## config.mk

```make
export PLATFORM = sky130hd
export DESIGN_NAME = cbus_arbiter
export DESIGN_NICKNAME = d
export VERILOG_FILES = /design/src/rtl/cbus_arbiter.sv
export SDC_FILE = /design/constraint.sdc
export NUM_CORES = 1
export LEC_CHECK = 0
export BUFFER_PORTS_ARGS = -buffer_cell sky130_fd_sc_hd__buf_2
export CAP_MARGIN = 20
export CORE_AREA = 2 2 239 241
export DETAILED_ROUTE_END_ITERATION = 8
export DIE_AREA = 0 0 241 243
export GPL_ROUTABILITY_DRIVEN = 0
export MAX_ROUTING_LAYER = met4
export RECOVER_POWER = 50
export SLEW_MARGIN = 10
export SYNTH_ARGS = -nofsm -noshare
export SYNTH_HDL_FRONTEND = slang
export SYNTH_SLANG_ARGS = --single-unit
```

## constraint.sdc

```tcl
create_clock -name clk -period 1.5 [get_ports clk]
set_clock_uncertainty 0.2 [all_clocks]
set_input_delay 0 -clock clk [delete_from_list [all_inputs] [get_ports clk]]
set_output_delay 0 -clock clk [all_outputs]
set_load 0.03 [all_outputs]
```

## src/rtl/cbus_arbiter.sv

```systemverilog
// Round-robin arbiter merging several cbus masters onto one memory cbus.
// Holds a grant from selection until the memory answers ready && last.

package cbus_pkg;
    localparam logic [7:0] MLEN1 = 8'd1;
    localparam logic [7:0] MLEN4 = 8'd4;

    typedef struct packed {
        logic        valid;
        logic        we;
        logic [63:0] addr;
        logic [63:0] wdata;
        logic [7:0]  len;
    } cbus_req_t;

    typedef struct packed {
        logic        ready;
        logic        last;
        logic [63:0] data;
    } cbus_resp_t;
endpackage

module cbus_arbiter
    import cbus_pkg::*;
#(
    parameter int NUM_MASTERS = 2
) (
    input  logic                   clk,
    input  logic                   rst,
    input  cbus_req_t              req_i  [NUM_MASTERS],
    output cbus_resp_t             resp_o [NUM_MASTERS],
    output cbus_req_t              req_o,
    input  cbus_resp_t             resp_i,
    output logic [NUM_MASTERS-1:0] grant_o,
    output logic                   busy_o
);
    localparam int SEL_W = (NUM_MASTERS > 1) ? $clog2(NUM_MASTERS) : 1;

    typedef enum logic {
        IDLE = 1'b0,
        BUSY = 1'b1
    } state_t;

    state_t           state_q, state_d;
    logic [SEL_W-1:0] sel_q, sel_d;
    logic [SEL_W-1:0] last_q, last_d;
    logic [SEL_W-1:0] pick;
    logic [SEL_W-1:0] idx;
    logic             any_valid;

    // Scan starts just after the last served master, so it has lowest priority.
    always_comb begin
        pick      = '0;
        idx       = '0;
        any_valid = 1'b0;
        for (int i = 1; i <= NUM_MASTERS; i++) begin
            idx = SEL_W'((int'(last_q) + i) % NUM_MASTERS);
            if (!any_valid && req_i[idx].valid) begin
                any_valid = 1'b1;
                pick      = idx;
            end
        end
    end

    always_comb begin
        state_d = state_q;
        sel_d   = sel_q;
        last_d  = last_q;
        case (state_q)
            IDLE: begin
                if (any_valid) begin
                    state_d = BUSY;
                    sel_d   = pick;
                end
            end
            BUSY: begin
                if (resp_i.ready && resp_i.last) begin
                    state_d = IDLE;
                    last_d  = sel_q;
                end
            end
            default: state_d = IDLE;
        endcase
    end

    always_ff @(posedge clk) begin
        if (!rst) begin
            state_q <= IDLE;
            sel_q   <= '0;
            last_q  <= SEL_W'(NUM_MASTERS - 1);
        end else begin
            state_q <= state_d;
            sel_q   <= sel_d;
            last_q  <= last_d;
        end
    end

    // Responses reach only the granted master; memory sees nothing while idle.
    always_comb begin
        req_o   = '0;
        grant_o = '0;
        busy_o  = 1'b0;
        for (int j = 0; j < NUM_MASTERS; j++) begin
            resp_o[j] = '0;
        end
        if (state_q == BUSY) begin
            req_o          = req_i[sel_q];
            resp_o[sel_q]  = resp_i;
            grant_o[sel_q] = 1'b1;
            busy_o         = 1'b1;
        end
    end
endmodule
```

==> results.sh <==
export IMPL_rr_worst_depth=6
export IMPL_grt_usage_pct=7.55
export IMPL_clock_sinks=3
export IMPL_wire_per_inst_um=13.3
export IMPL_grt_pass1_wl_um=32400
export IMPL_synthArstFlopShare_pct=0
export IMPL_grt_pass1_vias=5728
export IMPL_grt_start_max_net_pins=64
export IMPL_initial_utilization_pct=6.31
export IMPL_die_x_um=241
export IMPL_vias=5989
export IMPL_final_cell_area_sq_um=9730
export IMPL_fmaxAchievable_mhz=571
export IMPL_root_buffer="clkbuf_16"
export IMPL_wirelength_um=24900
export IMPL_fin_nets=1455
export IMPL_violations="setup timing"
export IMPL_worstPathMaxFanout=12
export IMPL_cts_tree="yes"
export IMPL_nFillCells=6351
export IMPL_grt_overflow=0
export IMPL_ys_warn_count=0
export IMPL_worstMarginPinSlew_ns=0.302
export IMPL_yosysSeqAreaShare_pct=1.70
export IMPL_outcome="finished with violations"
export IMPL_hp_class="primary input to primary output"
export IMPL_fp_row_count=87
export IMPL_setup_viol_count_final=267
export IMPL_slew_headroom_pct=79.9
export IMPL_post_place_ws_ns=-0.193
export IMPL_slew_violations=0
export IMPL_syn_to_final_growth_pct=176
export IMPL_leakage_uw=0.00492
export IMPL_ys_ff_latch=3
export IMPL_synth_area_sq_um=3530
export IMPL_synth_edff_count=0
export IMPL_ys_types=18
export IMPL_core_sq_um=56000
export IMPL_hold_viol=0
export IMPL_ios=617
export IMPL_clk_pin_slew_worst_paths_ns=0.04
export IMPL_final_antenna_net_count=0
export IMPL_clock_latency_ns=0.23
export IMPL_cp_arrival_ns=1.55
export IMPL_port_buffers=616
export IMPL_dieArea_sq_um=58600
export IMPL_dr_pass1_iters=4
export IMPL_drc=0
export IMPL_path_class="flip-flop to primary output"
export IMPL_timing_setup_tns_ns=-38.01
export IMPL_whs_path_depth=3
export IMPL_syn_nets=819
export IMPL_critPathLaunchType="flip-flop"
export IMPL_htreeDepth=1
export IMPL_grt_setup_unrepaired="true"
export IMPL_syn_area_per_cell_sq_um=7.43
export IMPL_dpl_cell_area_sq_um=8150
export IMPL_layout_drive_gt1_share_pct=80.0
export IMPL_via_per_inst=3.20
export IMPL_antenna_found_initial=6
export IMPL_fin_crit_ns=1.75
export IMPL_place_hpwl_um=20300
export IMPL_drv_cap=0
export IMPL_drt_iter0_drc=135
export IMPL_end_kind="primary output"
export IMPL_cts_buffer_depth=2
export IMPL_die_y_um=243
export IMPL_finalCritPeriodShare_pct=117
export IMPL_p_per_area_nw_per_um2=442
export IMPL_final_setup_worst_slack_ns=-0.251
export IMPL_critPathRequiredTime_ns=1.30
export IMPL_cts_buffers_inserted=3
export IMPL_ys_flop_type="dfxtp_1"
export IMPL_max_vdd_ir_drop_v=0.000211
export IMPL_synthCells=475
==> metal layers <==
metal / part of all wire (%) / vias up / global-route usage [%]
met1: 36 / 2683 / 7.49
met5: 0 / - / -
met3: 9.0 / 26 / 2.19
met2: 52 / 395 / 14.2
li1: - / 2885 / -
met4: 2.7 / 0 / 2.07
==> report_power, final <==
part,internal (uW),switching (uW),total [uW]
Sequential,85.2,7.61,92.8
Combinational,1770,2000,3760
Clock,352,87.5,440
==> synthesized netlist by cell type (all sizes together) (2+ instances only) <==
cell type,n,area (sq um)
dfxtp,3,60.1
buf,34,258
and2,67,419
and3,66,413
mux2i,138,1380
nor2b,139,872
clkbuf,19,71.3
nand2,2,7.51
==> cells in the final DEF (no fill, tap or decap) <==
master	n
a21boi_1	1
a32oi_1	1
and2_1	36
and2_4	31
and3_1	65
and3_4	1
buf_12	17
buf_16	4
buf_2	504
buf_4	44
buf_6	99
buf_8	8
clkbuf_1	2
clkbuf_16	5
dfxtp_1	1
dfxtp_4	2
diode_2	5
dlygate4sd3_1	5
inv_1	1
mux2i_1	87
mux2i_2	27
mux2i_4	24
nand2_1	2
nand3_1	1
nand3b_1	1
nor2b_1	17
nor2b_2	111
nor2b_4	11
o21ai_1	1
o311a_1	1
==> worst max-delay path, stage by stage, from the launching register on <==
cell     delay [ns]
dfxtp_4        0.37
buf_12         0.16
buf_8          0.17
mux2i_4        0.25
buf_4          0.15
nor2b_4        0.03
buf_2          0.17
==> state kept, by name (all words and copies together) (netlist names) <==
| name | flops |
|---|---|
| state_q | 1 |
| sel_q | 1 |
| last_q | 1 |
==> cells by family after synthesis <==
logic type	share of synthesized area [%]
AOI/OAI and AO/OA	0.886
buffers and inverters	9.43
DFF	1.70
muxes	39.1
and+or+nand+nor	48.8
==> layout make-up <==
| cell class | count | area (sq um) | share of cell area [%] |
|---|---|---|---|
| Sequential cell | 3 | 67.6 | 0.694 |
| Inverter | 1 | 3.75 | 0.0386 |
| Clock buffer | 4 | 78.8 | 0.810 |
| Multi-Input combinational cell | 418 | 3980 | 40.9 |
| Tap cell | 756 | 946 | 9.72 |
| Antenna cell | 5 | 12.5 | 0.129 |
| Timing Repair Buffer | 684 | 4640 | 47.7 |
==> path summary, 6_finish.rpt <==
| kind | startpoint | endpoint | slack, ns |
|---|---|---|---|
| setup / recovery | sel_q | req_o[101] | -0.25 |
| hold / removal | resp_i[55] | resp_o[121] | 0.13 |
| setup reg to reg | sel_q | last_q | -0.02 |
| hold reg to reg | last_q | last_q | 0.28 |
==> timing repair <==
action / in CTS / in global routing
setup endpoints to repair: 253 / 270
gates resized for setup: 219 / 140
hold endpoints to repair: 3 / 0
pin swaps: 2 / 2
gates cloned: 2 / 2
hold buffers: 5 / 0
setup buffers: 4 / 5
==> per-stage QoR <==
stage	cells	hold slack, ns	total power (uW)	util [%]
6_report	1871	0.127	4300	17.4
5_1_grt	1871	0.137	4510	17.4
4_1_cts	1859	0.130	4040	16.3
3_5_place_dp	1844	0.00759	3190	14.6
3_3_place_gp	1844	-0.00155	3180	14.6
2_1_floorplan	475	-0.138	1970	-
(Power assumes the default switching activity.)
